File: config.mk
export PLATFORM = sky130hd
export DESIGN_NAME = mlaccel_mem_arbiter_flat
export DESIGN_NICKNAME = d
export VERILOG_FILES = /design/src/rtl/mlaccel_mem_arbiter_if.sv /design/src/rtl/mlaccel_mem_arbiter.sv /design/src/flat_wrapper.sv
export SDC_FILE = /design/constraint.sdc
export NUM_CORES = 1
export LEC_CHECK = 0
export BUFFER_PORTS_ARGS = -buffer_cell sky130_fd_sc_hd__buf_2
export CORE_AREA = 2 2 162 164
export CTS_CLUSTER_DIAMETER = 200
export CTS_CLUSTER_SIZE = 25
export DETAILED_ROUTE_END_ITERATION = 6
export DIE_AREA = 0 0 164 166
export PLACE_DENSITY_LB_ADDON = 0.15
export SETUP_SLACK_MARGIN = 0.3
export SYNTH_ARGS = -nofsm -noshare
export SYNTH_HDL_FRONTEND = slang
export SYNTH_SLANG_ARGS = --single-unit
File: constraint.sdc
create_clock -name clock -period 2.1 [get_ports clock]
set_input_delay 0 -clock clock [delete_from_list [all_inputs] [get_ports clock]]
set_output_delay 0 -clock clock [all_outputs]
set_load 0.02 [all_outputs]
File: src/rtl/mlaccel_mem_arbiter_if.sv
// Main memory port bundle: compute, host and sequencer requesters plus the 64-bit memory side.
// The arbiter uses the slave modport; the requesters and memory model use the master modport.
interface mlaccel_mem_arbiter_if;
  logic        cmem_ren;
  logic [7:0]  cmem_wen;
  logic [15:0] cmem_addr;
  logic [63:0] cmem_wdata;
  logic [63:0] cmem_rdata;

  logic        qmem_read;
  logic [1:0]  qmem_write;
  logic [15:0] qmem_addr;
  logic [15:0] qmem_wdata;
  logic        qmem_done;
  logic [15:0] qmem_rdata;

  logic        smem_valid;
  logic [15:0] smem_addr;
  logic        smem_ready;
  logic [31:0] smem_data;

  logic [15:0] mem_addr;
  logic [7:0]  mem_wen;
  logic [63:0] mem_wdata;
  logic [63:0] mem_rdata;

  logic        starve_q;
  logic        starve_s;
  logic        starve_clr;

  modport slave (
    input  cmem_ren, cmem_wen, cmem_addr, cmem_wdata,
    output cmem_rdata,
    input  qmem_read, qmem_write, qmem_addr, qmem_wdata,
    output qmem_done, qmem_rdata,
    input  smem_valid, smem_addr,
    output smem_ready, smem_data,
    output mem_addr, mem_wen, mem_wdata,
    input  mem_rdata,
    output starve_q, starve_s,
    input  starve_clr
  );

  modport master (
    output cmem_ren, cmem_wen, cmem_addr, cmem_wdata,
    input  cmem_rdata,
    output qmem_read, qmem_write, qmem_addr, qmem_wdata,
    input  qmem_done, qmem_rdata,
    output smem_valid, smem_addr,
    input  smem_ready, smem_data,
    input  mem_addr, mem_wen, mem_wdata,
    output mem_rdata,
    input  starve_q, starve_s,
    output starve_clr
  );
endinterface

File: src/rtl/mlaccel_mem_arbiter.sv
// Fixed-priority (cmem > qmem > smem) arbiter for the 64-bit memory port; command registered one cycle after grant.
// qmem_done/smem_ready pulse RD_LAT cycles after grant; losers stay pending and are counted toward starvation flags.
module mlaccel_mem_arbiter #(
  parameter int RD_LAT       = 2,
  parameter int STARVE_LIMIT = 255,
  parameter int CNT_W        = 8
) (
  input  logic                    clock,
  input  logic                    reset,
  mlaccel_mem_arbiter_if.slave    bus
);

  typedef struct packed {
    logic [15:0] addr;
    logic [7:0]  wen;
    logic [63:0] wdata;
  } mem_cmd_t;

  logic              c_req, q_req, s_req;
  logic              q_busy, s_busy;
  logic              grant_q, grant_s;
  logic [RD_LAT-1:0] q_sr, s_sr, q_sr_nxt, s_sr_nxt;
  logic [CNT_W-1:0]  q_cnt, s_cnt, q_cnt_nxt, s_cnt_nxt;
  logic              q_hit, s_hit;
  logic              starve_q_r, starve_s_r;
  mem_cmd_t          cmd_nxt, cmd_r;

  // Pending-but-denied cycles accumulate; an in-flight client is waiting on itself, not starving.
  function automatic logic [CNT_W-1:0] cnt_next(input logic [CNT_W-1:0] cnt,
                                                input logic req, input logic busy,
                                                input logic grant);
    if (!req || grant)
      return '0;
    if (busy || cnt == {CNT_W{1'b1}})
      return cnt;
    return cnt + CNT_W'(1);
  endfunction

  always_comb begin
    c_req   = bus.cmem_ren | (|bus.cmem_wen);
    q_req   = bus.qmem_read | (|bus.qmem_write);
    s_req   = bus.smem_valid;
    q_busy  = |q_sr;
    s_busy  = |s_sr;
    grant_q = !c_req && q_req && !q_busy;
    grant_s = !c_req && !grant_q && s_req && !s_busy;
  end

  always_comb begin
    cmd_nxt.addr  = bus.cmem_addr;
    cmd_nxt.wen   = bus.cmem_wen;
    cmd_nxt.wdata = bus.cmem_wdata;
    if (grant_q) begin
      cmd_nxt.addr  = bus.qmem_addr;
      cmd_nxt.wen   = {6'b0, bus.qmem_write};
      cmd_nxt.wdata = {48'b0, bus.qmem_wdata};
    end else if (grant_s) begin
      cmd_nxt.addr  = bus.smem_addr;
      cmd_nxt.wen   = 8'h00;
      cmd_nxt.wdata = 64'h0;
    end
  end

  always_comb begin
    q_sr_nxt    = q_sr << 1;
    q_sr_nxt[0] = grant_q;
    s_sr_nxt    = s_sr << 1;
    s_sr_nxt[0] = grant_s;
    q_cnt_nxt   = cnt_next(q_cnt, q_req, q_busy, grant_q);
    s_cnt_nxt   = cnt_next(s_cnt, s_req, s_busy, grant_s);
    q_hit       = q_cnt_nxt >= CNT_W'(STARVE_LIMIT);
    s_hit       = s_cnt_nxt >= CNT_W'(STARVE_LIMIT);
  end

  always_ff @(posedge clock) begin
    if (reset) begin
      cmd_r      <= '0;
      q_sr       <= '0;
      s_sr       <= '0;
      q_cnt      <= '0;
      s_cnt      <= '0;
      starve_q_r <= 1'b0;
      starve_s_r <= 1'b0;
    end else begin
      cmd_r <= cmd_nxt;
      q_sr  <= q_sr_nxt;
      s_sr  <= s_sr_nxt;
      q_cnt <= q_cnt_nxt;
      s_cnt <= s_cnt_nxt;
      // A new starvation event takes precedence over a simultaneous clear.
      if (q_hit)
        starve_q_r <= 1'b1;
      else if (bus.starve_clr)
        starve_q_r <= 1'b0;
      if (s_hit)
        starve_s_r <= 1'b1;
      else if (bus.starve_clr)
        starve_s_r <= 1'b0;
    end
  end

  assign bus.mem_addr   = cmd_r.addr;
  assign bus.mem_wen    = cmd_r.wen;
  assign bus.mem_wdata  = cmd_r.wdata;
  assign bus.qmem_done  = q_sr[RD_LAT-1];
  assign bus.smem_ready = s_sr[RD_LAT-1];
  assign bus.cmem_rdata = bus.mem_rdata;
  assign bus.qmem_rdata = bus.mem_rdata[15:0];
  assign bus.smem_data  = bus.mem_rdata[31:0];
  assign bus.starve_q   = starve_q_r;
  assign bus.starve_s   = starve_s_r;

endmodule

File: src/flat_wrapper.sv
// flat-port wrapper written by rule: the top's interface ports become plain ports
module mlaccel_mem_arbiter_flat 
#(
  parameter int RD_LAT       = 2,
  parameter int STARVE_LIMIT = 255,
  parameter int CNT_W        = 8
)
  (clock, reset, bus_cmem_ren, bus_cmem_wen, bus_cmem_addr, bus_cmem_wdata, bus_cmem_rdata, bus_qmem_read, bus_qmem_write, bus_qmem_addr, bus_qmem_wdata, bus_qmem_done, bus_qmem_rdata, bus_smem_valid, bus_smem_addr, bus_smem_ready, bus_smem_data, bus_mem_addr, bus_mem_wen, bus_mem_wdata, bus_mem_rdata, bus_starve_q, bus_starve_s, bus_starve_clr);
  mlaccel_mem_arbiter_if bus_i ();
  input  logic clock;
  input  logic reset;
  input wire logic [$bits(bus_i.cmem_ren)-1:0] bus_cmem_ren;
  input wire logic [$bits(bus_i.cmem_wen)-1:0] bus_cmem_wen;
  input wire logic [$bits(bus_i.cmem_addr)-1:0] bus_cmem_addr;
  input wire logic [$bits(bus_i.cmem_wdata)-1:0] bus_cmem_wdata;
  output wire logic [$bits(bus_i.cmem_rdata)-1:0] bus_cmem_rdata;
  input wire logic [$bits(bus_i.qmem_read)-1:0] bus_qmem_read;
  input wire logic [$bits(bus_i.qmem_write)-1:0] bus_qmem_write;
  input wire logic [$bits(bus_i.qmem_addr)-1:0] bus_qmem_addr;
  input wire logic [$bits(bus_i.qmem_wdata)-1:0] bus_qmem_wdata;
  output wire logic [$bits(bus_i.qmem_done)-1:0] bus_qmem_done;
  output wire logic [$bits(bus_i.qmem_rdata)-1:0] bus_qmem_rdata;
  input wire logic [$bits(bus_i.smem_valid)-1:0] bus_smem_valid;
  input wire logic [$bits(bus_i.smem_addr)-1:0] bus_smem_addr;
  output wire logic [$bits(bus_i.smem_ready)-1:0] bus_smem_ready;
  output wire logic [$bits(bus_i.smem_data)-1:0] bus_smem_data;
  output wire logic [$bits(bus_i.mem_addr)-1:0] bus_mem_addr;
  output wire logic [$bits(bus_i.mem_wen)-1:0] bus_mem_wen;
  output wire logic [$bits(bus_i.mem_wdata)-1:0] bus_mem_wdata;
  input wire logic [$bits(bus_i.mem_rdata)-1:0] bus_mem_rdata;
  output wire logic [$bits(bus_i.starve_q)-1:0] bus_starve_q;
  output wire logic [$bits(bus_i.starve_s)-1:0] bus_starve_s;
  input wire logic [$bits(bus_i.starve_clr)-1:0] bus_starve_clr;
  assign bus_i.cmem_ren = bus_cmem_ren;
  assign bus_i.cmem_wen = bus_cmem_wen;
  assign bus_i.cmem_addr = bus_cmem_addr;
  assign bus_i.cmem_wdata = bus_cmem_wdata;
  assign bus_cmem_rdata = bus_i.cmem_rdata;
  assign bus_i.qmem_read = bus_qmem_read;
  assign bus_i.qmem_write = bus_qmem_write;
  assign bus_i.qmem_addr = bus_qmem_addr;
  assign bus_i.qmem_wdata = bus_qmem_wdata;
  assign bus_qmem_done = bus_i.qmem_done;
  assign bus_qmem_rdata = bus_i.qmem_rdata;
  assign bus_i.smem_valid = bus_smem_valid;
  assign bus_i.smem_addr = bus_smem_addr;
  assign bus_smem_ready = bus_i.smem_ready;
  assign bus_smem_data = bus_i.smem_data;
  assign bus_mem_addr = bus_i.mem_addr;
  assign bus_mem_wen = bus_i.mem_wen;
  assign bus_mem_wdata = bus_i.mem_wdata;
  assign bus_i.mem_rdata = bus_mem_rdata;
  assign bus_starve_q = bus_i.starve_q;
  assign bus_starve_s = bus_i.starve_s;
  assign bus_i.starve_clr = bus_starve_clr;
  mlaccel_mem_arbiter #(.RD_LAT(RD_LAT), .STARVE_LIMIT(STARVE_LIMIT), .CNT_W(CNT_W)) u_core (.clock(clock), .reset(reset), .bus(bus_i));
endmodule
# Word level (Yosys, flattened, before mapping)
# Index checks and enable logic that the tools add are counted.
# Widths: inputs -> output; s select.
# totals
reg_bits,110
latchBits,0
ramBits,0
romBits,0
input_bits,208
output_inout_bits,204
wordCells,60
n_memories,0
# op_classes
add_sub_neg,2
n_mul,0
div_mod_pow,0
order_cmp,2
n_eq_ne,2
n_shift,0
mux,19
bitwise_logic,2
reduce_logical,22
# ops
operator,n
$mux 88,2
$mux 8,8
$add 8x1->8 const B,2
$eq 8x8->1 const B,2
$ge 8x8->1 const B,2
$mux 1,9
$reduce_or 8->1,1
$logic_not 1->1,6
$reduce_or 2->1,3
$logic_and 1x1->1,5
$logic_or 1x1->1,4
$reduce_bool 2->1,2
$reduce_or 3->1,1
$or 1x1->1,2

# Depth between registers and ports, before layout
# Gate-level depths: netlist of the first run.
# depth
depth_word,16
ltp_mapped,8

# Worst setup path before layout of the first run
# Ideal clock, no wire load.
# synth_timing
path_kind,reg2reg
start,register u_core.q_sr[1]
end,"register u_core.starve_q_r, in the netlist u_core.bus.starve_q"
setup_ns,0.084
arrival_ns,1.930
required_ns,2.016
slack_ns,0.086
path_stages_with_launch,7
synth_period_minus_slack_ns,2.014
cell_sequence,dfxtp_1 or2_0 buf_2 a41oi_4 mux2_4 or4_1 o31ai_2
# synth_via
elab_chain_cells,8
elab_cells_between_ends,14
classes_between,order compare: 1; mux: 7; reduce/logical: 6
# synth_lines
item,line,source
start: declaration,mlaccel_mem_arbiter.sv:22,"logic [RD_LAT-1:0] q_sr, s_sr, q_sr_nxt, s_sr_nxt;"
start signal: assignment,mlaccel_mem_arbiter.sv:86,q_sr <= q_sr_nxt;
$reduce_or 2->1 (*),mlaccel_mem_arbiter.sv:43,q_busy = |q_sr;
$logic_or 1x1->1 or $logic_not 1->1 (tied branches),"mlaccel_mem_arbiter.sv:34, mlaccel_mem_arbiter.sv:45",
$mux 1 or $logic_and 1x1->1 (tied branches),"mlaccel_mem_arbiter.sv:34, mlaccel_mem_arbiter.sv:45",
$mux 1 or $logic_or 1x1->1 (tied branches),"mlaccel_mem_arbiter.sv:34, mlaccel_mem_arbiter.sv:32",
$mux 8 or $mux 1 (tied branches),"mlaccel_mem_arbiter.sv:36, mlaccel_mem_arbiter.sv:32",
$mux 8 (*),mlaccel_mem_arbiter.sv:34,if (busy || cnt == {CNT_W{1'b1}})
$ge 8x8->1 (*),mlaccel_mem_arbiter.sv:71,q_hit = q_cnt_nxt >= CNT_W'(STARVE_LIMIT);
$mux 1 or $reduce_bool 2->1 (tied branches),--,
end signal: assignment,mlaccel_mem_arbiter.sv:82,starve_q_r <= 1'b0;
end signal: assignment,mlaccel_mem_arbiter.sv:92,starve_q_r <= 1'b1;
end signal: assignment,mlaccel_mem_arbiter.sv:94,starve_q_r <= 1'b0;
end: declaration,mlaccel_mem_arbiter.sv:25,"logic starve_q_r, starve_s_r;"
# Mark *: on every way between the ends. The rest lies on a longest branch, timed or not. The select of a mux whose other input is x is not followed.
# A chain may end at the register's enable or synchronous reset.

# Final worst setup path of the first run
# layout_timing
start,register u_core.q_cnt[0]
end,"register u_core.starve_q_r, in the netlist u_core.bus.starve_q"
# layout_via
elab_chain_cells,8
elab_cells_between_ends,11
classes_between,add/sub: 1; order compare: 1; eq/ne: 1; mux: 6; reduce/logical: 2
# layout_lines
item,line,source
start: declaration,mlaccel_mem_arbiter.sv:23,"logic [CNT_W-1:0] q_cnt, s_cnt, q_cnt_nxt, s_cnt_nxt;"
start signal: assignment,mlaccel_mem_arbiter.sv:88,q_cnt <= q_cnt_nxt;
branches (longest 4 deep; another with $add 8x1->8),--,
$mux 8 (*),mlaccel_mem_arbiter.sv:36,return cnt + CNT_W'(1);
$mux 8 (*),mlaccel_mem_arbiter.sv:34,
$ge 8x8->1 (*),mlaccel_mem_arbiter.sv:71,
$mux 1 or $reduce_bool 2->1 (tied branches),--,
# Mark *: on every way between the ends. The select of a mux whose other input is x is not followed.

==> Flow_metrics.wiki, run 1 <==
{| class="wikitable"
! Metric !! Value
|-
| Total number of clock tree sinks || 110
|-
| Simple-gate share of the synthesized area || 17.1%
|-
| Share of the clock period used by the worst path || 85.9%
|-
| Synthesized netlist net count || 685
|-
| Slowest-stage cell, CP || or4_4
|-
| Signal arrival time at the worst endpoint || 2080 ps
|-
| Leading register cell type out of synthesis || dfxtp_1
|-
| Register-to-register setup slack || 300 ps
|-
| Chain of cells forming the critical path || ha_4 -> a41oi_4 -> mux2_4 -> or4_4 -> o31ai_2
|-
| Pleak || 3.48 nW
|-
| Number of endpoints with negative hold slack in the final report || 1
|-
| H-Tree Depth || 3
|-
| Post-synthesis cell type count || 49
|-
| Largest family of logic cells by synthesized area || buffers and inverters
|-
| Power Density || 648 nW/um^2
|-
| Fraction of power spent switching nets || 27.7%
|-
| Parity-gate share of the synthesized area counting xor and xnor cells || 1.30%
|-
| Count of final max-slew check failures || 0
|-
| Last weighted congestion value of the routability-driven placer || 0.730
|-
| Most common cell in the netlist || buf_4
|-
| Wire length of the first global-routing pass || 25400 um
|-
| Worst Hold Class || input pin to flip-flop
|-
| Tot Pwr || 4.81 mW
|-
| Maximum clock rate || 554 MHz
|-
| TritonCTS clock tree || built
|-
| Antenna-violating nets left || 0
|-
| Insertion delay to the later sink of the worst-skew pair || 360 ps
|-
| DRC marker count from the first detailed-route iteration || 143
|-
| Area of the core || 25600 sq um
|-
| Aggregate global routing overflow || 0
|-
| Biggest area contributors in the synthesized netlist || dfxtp_1 (47%), buf_4 (18%), and2_1 (7.3%)
|-
| Clk buf depth || 2
|-
| Commonest cells in the synthesized netlist || buf_4 (113), dfxtp_1 (110), and2_1 (55)
|-
| Launch point of the worst hold path || bus_cmem_addr[10]
|-
| Minimum clock period after layout || 1800 ps
|-
| Top fanout value on the critical path || 8
|-
| Total of flip-flops plus latches after synthesis || 110
|-
| Nature of the critical path endpoint || flip-flop
|-
| I/O pin cnt || 412
|-
| Relative slew slack || 64.5%
|-
| NumNets Final || 960
|-
| Clock-pin slew of the registers on the worst-case setup and hold paths || 80 ps
|-
| Count of warnings emitted by yosys || 0
|-
| Relative area change from synthesis to final layout || 57.4%
|-
| Crit-path max cell delay || 410 ps
|-
| Starting density of the core || 18.4%
|-
| Via count normalized by instance count || 3.86
|-
| Die extent in y || 166 um
|-
| Int Power || 3.48 mW
|-
| Die Width || 164 um
|-
| Violated checks || hold timing
|-
| Worst Setup Start Kind || flip-flop
|-
| Worst Clk Skew || 11.9 ps
|-
| Number of CTS-inserted buffers || 9
|-
| Result of the run || finished with violations
|-
| RSZ-0062 raised after global routing || yes
|-
| Data required time of the critical path || 2380 ps
|-
| Clk network pwr share || 38.5%
|-
| CP top delay family || compound AO/OA/AOI/OAI gates
|-
| Maximum number of pins on one net before global-route repair || 73
|-
| Placement row count || 59
|-
| Aggregate routed wire length || 17800 um
|-
| Combinational share of power || 15.5%
|-
| DIE AREA || 27200 sq um
|-
| Fraction of registers with async set or reset after synthesis || 0%
|-
| Adder and majority gate portion of the synthesized area || 0.531%
|-
| Share of the synthesized area in compound gates (AO/OA/AOI/OAI) || 9.73%
|-
| Cell taking the most area after synthesis || dfxtp_1
|-
| Syn Area/Cell || 9.93 sq um
|-
| Crit path buf inv count || 0
|-
| Final routed wire length divided by cell count || 16.4 um
|-
| Global-route total usage across every layer || 12.4%
|-
| Initial antenna violation count || 1
|-
| Worst Reg2Reg Path Length in Cells || 5
|-
| Number of setup violations in the final report || 0
|-
| Transition at the pin with the smallest max-transition slack || 529 ps
|-
| Top-area cell type share of the netlist area || 46.7%
|-
| Net load switching power || 1.33 mW
|-
| Via count || 4208
|-
| Sequential element share of the synthesized area || 46.7%
|-
| Category of the critical setup timing path || flip-flop to flip-flop
|-
| Fill cell count || 2747
|-
| Half-perimeter wire length of the detailed placement result || 13100 um
|-
| Synthesized cell area || 4720 sq um
|-
| Worst hold-check slack || -14.8 ps
|-
| Synthesized instance count || 475
|-
| Number of global-route vias before repair || 4289
|-
| Count of buffers from port buffering || 235
|-
| Max-cap violation count || 0
|-
| Peak ir drop on the vdd network || 315 uV
|-
| Capture endpoint of the worst hold path || u_core.bus.mem_addr[10]
|-
| Worst reg2reg path endpoint || u_core.bus.starve_q
|-
| Setup tns final || 0 ps
|-
| Clock Tree Root || clkbuf_16
|-
| Drt first pass iters || 4
|-
| # DRC || 0
|-
| RR Startpoint || u_core.q_cnt[0]
|-
| Power share of the sequential group || 46.0%
|-
| Portion of netlist area occupied by mux cells || 4.56%
|-
| Depth of the worst hold-timing path || 3
|-
| Fraction of layout instances using a drive strength above 1 || 40.8%
|-
| Number of synthesized flops with an enable pin || 0
|}
-- worst reg2reg max path, stage by stage, from the launching register on --
cell	delay, ps
dfxtp_4	360
ha_4	190
a41oi_4	230
mux2_4	320
or4_4	410
o31ai_2	210
-- worst max path at each step --
stage | from | to | slack, ps | cells after the start
global route | u_core.q_sr[1] | u_core.bus.starve_q | 250 | 5
global placement | u_core.q_cnt[0] | u_core.bus.starve_q | 170 | 5
CTS | u_core.q_sr[0] | u_core.bus.starve_q | 300 | 5
detailed placement | u_core.q_cnt[0] | u_core.bus.starve_q | 160 | 5
floorplan | u_core.q_sr[1] | u_core.bus.starve_q | 130 | 6
finish | u_core.q_cnt[0] | u_core.bus.starve_q | 300 | 5
-- state kept, by name, indices dropped and copies added (netlist names) --
signal / cells
u_core.s_cnt: 8
u_core.q_cnt: 8
u_core.bus.mem_wdata: 64
u_core.bus.mem_addr: 16
u_core.q_sr: 2
u_core.bus.starve_q: 1
u_core.bus.starve_s: 1
u_core.bus.mem_wen: 8
u_core.s_sr: 2
-- cell usage in the layout (no fill, tap or decap), drive strengths merged, types with 2 or more instances in the layout --
cell and n:
buf 257, dlygate4sd3 137, dfxtp 110, and2 55
nand2 25, o21ai 22, nor2 21, mux2i 20
a22o 18, clkbuf 10, nand3 9, inv 8
nand4 6, xor2 5, and3 4, nand2b 4
a21oi 4, nor3 3, and4 3, nor2b 3
o31ai 3, nor3b 2, xnor2 2, ha 2
clkinv 2, nor4 2, or2 2, a211oi 2
a41oi 2, o41ai 2
-- power groups by stage --
stage	logic (mW)	registers [mW]	clock network [mW]
6_report	0.746	2.21	1.85
3_5_place_dp	0.524	2.26	0
5_1_grt	0.808	2.22	2.03
4_1_cts	0.741	2.21	1.95
2_1_floorplan	0.433	2.38	0
3_3_place_gp	0.522	2.26	0
-- through the flow --
step                      hold slack, ps  utilization (%)  setup slack [ps]  area (sq um)  cells
after global routing              0.0293             29.0               250          7430   1091
after detailed placement           0.137             21.7               157          5570    927
after CTS                          0.137             28.7               299          7350   1087
after floorplan                     64.2                -               131          4750    475
final                              -14.8             29.0               296          7430   1091
after global placement             0.137             21.7               174          5570    927
-- cell families after synthesis --
family | after synthesis
fa+ha+maj | 2
buf+inv | 134
xor+xnor | 7
simple gates | 143
flops | 110
mux | 21
compound gates | 58
-- area by class of cell --
class	count	area, sq um	area share [%]
Antenna cell	1	2.50	0.0337
Clock buffer	9	225	3.03
Clock inverter	7	96.3	1.30
Inverter	3	11.3	0.152
Multi-Input combinational cell	231	1670	22.5
Sequential cell	110	2220	30.0
Tap cell	335	419	5.64
Timing Repair Buffer	395	2780	37.4
-- layer usage --
layer	track usage [%]	vias up	routed length, um
li1	-	2023	-
met2	23.8	207	9760
met5	0	-	0
met4	5.45	0	564
met1	12.2	1922	6290
met3	3.52	56	1230
-- timing repair --
action                     in CTS  in global routing
setup endpoints to repair       4                 66
cloned                          0                  2
hold buffers                  137                  0
buffers inserted                7                  1
pin swaps                       6                  1
gates resized for setup        14                  7
hold endpoints to repair       92                  0
No activity file was read; power rests on OpenSTA's default activity.
==> run 2: changes to the inputs <==
--- a/config.mk
+++ b/config.mk
@@ -5,6 +5,7 @@
 export SDC_FILE = /design/constraint.sdc
 export NUM_CORES = 1
 export LEC_CHECK = 0
+export ABC_CLOCK_PERIOD_IN_PS = 1970
 export BUFFER_PORTS_ARGS = -buffer_cell sky130_fd_sc_hd__buf_2
 export CORE_AREA = 2 2 162 164
 export CTS_CLUSTER_DIAMETER = 200
==> constraint.sdc (replaced) <==
create_clock -name clock -period 1.97 [get_ports clock]
set_input_delay 0 -clock clock [delete_from_list [all_inputs] [get_ports clock]]
set_output_delay 0 -clock clock [all_outputs]
set_load 0.02 [all_outputs]
==> Flow_metrics.wiki, run 2 (synthesized netlist as in run 1, its figures left out) <==
{| class="wikitable"
! Metric !! Value
|-
| Result of the run || complete, no violations
|-
| Die extent in y || 166 um (unchanged)
|-
| Half-perimeter wire length of the detailed placement result || 12900 um (-1.9%)
|-
| Worst Clk Skew || 9.54 ps (-2.33 ps)
|-
| Aggregate global routing overflow || 0 (unchanged)
|-
| Clk network pwr share || 37.4% (-1.1 points)
|-
| Net load switching power || 1.38 mW (+3.1%)
|-
| Insertion delay to the later sink of the worst-skew pair || 360 ps (about the same)
|-
| Minimum clock period after layout || 1780 ps (-24.5 ps)
|-
| Crit-path max cell delay || 420 ps (about the same)
|-
| Count of final max-slew check failures || 0 (unchanged)
|-
| Starting density of the core || 18.4% (unchanged)
|-
| Placement row count || 59 (unchanged)
|-
| NumNets Final || 982 (+2.3%)
|-
| Max-cap violation count || 0 (unchanged)
|-
| Nature of the critical path endpoint || flip-flop
|-
| Clk buf depth || 2 (unchanged)
|-
| Slowest-stage cell, CP || or4_4
|-
| Wire length of the first global-routing pass || 25800 um (+1.6%)
|-
| Top fanout value on the critical path || 2 (-6)
|-
| CP top delay family || simple AND/OR/NAND/NOR gates
|-
| Power share of the sequential group || 46.6% (+0.6 points)
|-
| Number of setup violations in the final report || 0 (unchanged)
|-
| Antenna-violating nets left || 0 (unchanged)
|-
| Combinational share of power || 16.0% (+0.5 points)
|-
| Data required time of the critical path || 2240 ps (-140 ps)
|-
| Number of antenna cells inserted || 0 (-1)
|-
| Total number of clock tree sinks || 110 (unchanged)
|-
| Max FFs per register || 64 (unchanged)
|-
| Signal arrival time at the worst endpoint || 2050 ps (-30 ps)
|-
| DRC marker count from the first detailed-route iteration || 184 (+29%)
|-
| I/O pin cnt || 412 (unchanged)
|-
| Initial antenna violation count || 0 (-1)
|-
| Peak ir drop on the vdd network || 440 uV (+40%)
|-
| Relative area change from synthesis to final layout || 60.8%
|-
| H-Tree Depth || 3 (unchanged)
|-
| Share of the clock period used by the worst path || 90.3% (+4.4 points)
|-
| Global-route total usage across every layer || 12.7% (+0.23 points)
|-
| Count of buffers from port buffering || 235 (unchanged)
|-
| Worst Setup Start Kind || flip-flop
|-
| DIE AREA || 27200 sq um (unchanged)
|-
| Relative slew slack || 76.4% (+12 points)
|-
| Share of the core filled with cells || 29.6% (+0.62 points)
|-
| # DRC || 0 (unchanged)
|-
| Power Density || 667 nW/um^2 (+2.9%)
|-
| Pleak || 3.58 nW (+3.0%)
|-
| Fraction of power spent switching nets || 27.2% (-0.53 points)
|-
| Clock Tree Root || clkbuf_16
|-
| Worst Hold Class || input pin to output pin
|-
| Number of endpoints with negative hold slack in the final report || 0 (-1)
|-
| Die Width || 164 um (unchanged)
|-
| Number of global-route vias before repair || 4534 (+5.7%)
|-
| Final non-filler cell area || 7580 sq um (+2.1%)
|-
| Area of the core || 25600 sq um (unchanged)
|-
| Via count || 4307 (+2.4%)
|-
| Final routed wire length divided by cell count || 16.3 um (-0.23%)
|-
| Chain of cells forming the critical path || or2_4 -> a41oi_4 -> mux2_4 -> or4_4 -> o31ai_2
|-
| Maximum number of pins on one net before global-route repair || 56 (-23%)
|-
| Via count normalized by instance count || 3.87 (+0.42%)
|-
| Drt first pass iters || 4 (unchanged)
|-
| Last weighted congestion value of the routability-driven placer || 0.801 (+9.7%)
|-
| Clock-pin slew of the registers on the worst-case setup and hold paths || 80 ps (about the same)
|-
| Aggregate routed wire length || 18100 um (+1.7%)
|-
| Tot Pwr || 5.06 mW (+5.1%)
|-
| Commonest non-fill, non-tap cell in the layout || buf_2
|-
| Area post-placement || 5670 sq um (+1.9%)
|-
| Transition at the pin with the smallest max-transition slack || 353 ps (-176 ps)
|-
| Number of CTS-inserted buffers || 9 (unchanged)
|-
| TritonCTS clock tree || built
|-
| Setup tns final || 0 ps (unchanged)
|-
| Top library cells by usage in the layout, fill and taps aside || buf_2 (235), dlygate4sd3_1 (140), dfxtp_1 (101)
|-
| Int Power || 3.68 mW (+5.9%)
|-
| RSZ-0062 raised after global routing || yes
|-
| Fraction of layout instances using a drive strength above 1 || 41.6% (+0.78 points)
|-
| Maximum clock rate || 562 MHz (+1.4%)
|-
| Crit path buf inv count || 0 (unchanged)
|-
| Category of the critical setup timing path || flip-flop to flip-flop
|}
[run 2: cell count changes in the layout (fill, tap and decap cells not counted), sizes merged]
cell	change
inv	-1
clkbuf	+1
diode	-1
dlygate4sd3	+3
clkinvlp	+2
buf	+18
clkinv	-1
[run 2: metrics by stage]
step	hold WS, ps	worst slack, ps	cells
after global routing	0.0293	139	1112
after detailed placement	0.137	77.8	941
final	0.00778	190	1112
after global placement	0.137	107	941
after CTS	0.137	185	1103
after floorplan	64.2	0.771	475
[run 2: per-layer routing]
| metal | wire [um] | GRT usage, % | vias to the layer above |
|---|---|---|---|
| met5 | 0 | 0 | - |
| met4 | 673 | 5.19 | 0 |
| met3 | 1550 | 4.70 | 50 |
| met2 | 9900 | 25.2 | 231 |
| met1 | 6030 | 11.1 | 1960 |
| li1 | - | - | 2066 |
[run 2: power by group through the flow]
| stage | clock network [mW] | logic, mW | registers, mW |
|---|---|---|---|
| 6_report | 1.89 | 0.811 | 2.36 |
| 5_1_grt | 2.08 | 0.872 | 2.37 |
| 4_1_cts | 2.02 | 0.796 | 2.36 |
| 3_5_place_dp | 0 | 0.565 | 2.41 |
| 3_3_place_gp | 0 | 0.561 | 2.41 |
| 2_1_floorplan | 0 | 0.472 | 2.54 |
[run 2: area by class of cell]
cell class	count	area, sq um
repair buffers	417	2980
inverters	3	11.3
fillers	2665	18000
clock buffers	9	225
clock inverters	7	73.8
multi-input cells	231	1660
flip-flops and latches	110	2220
well taps	335	419
[run 2: worst reg2reg max path: stages (launching register included)]
cell and delay [ps]:
dfxtp_2 330, or2_4 250, a41oi_4 200, mux2_4 320, or4_4 420, o31ai_2 180
[run 2: repair_timing]
action	CTS	global route
pin swaps	7	4
buffers inserted	7	6
gates cloned	0	2
resized for setup	13	10
endpoints found under the setup margin	91	90
hold buffers	139	1
endpoints found under the hold margin	93	1
[run 2: worst paths after layout]
kind | from | endpoint | slack, ps | cells past startpoint
worst max-delay path | u_core.q_sr[0] | u_core.bus.starve_q | 190 | 5
worst min-delay path | bus_mem_rdata[59] | bus_cmem_rdata[59] | 0.008 | 0
worst max register to register | u_core.q_sr[0] | u_core.bus.starve_q | 190 | 5
worst min register to register | u_core.bus.starve_s | u_core.bus.starve_s | 490 | 2
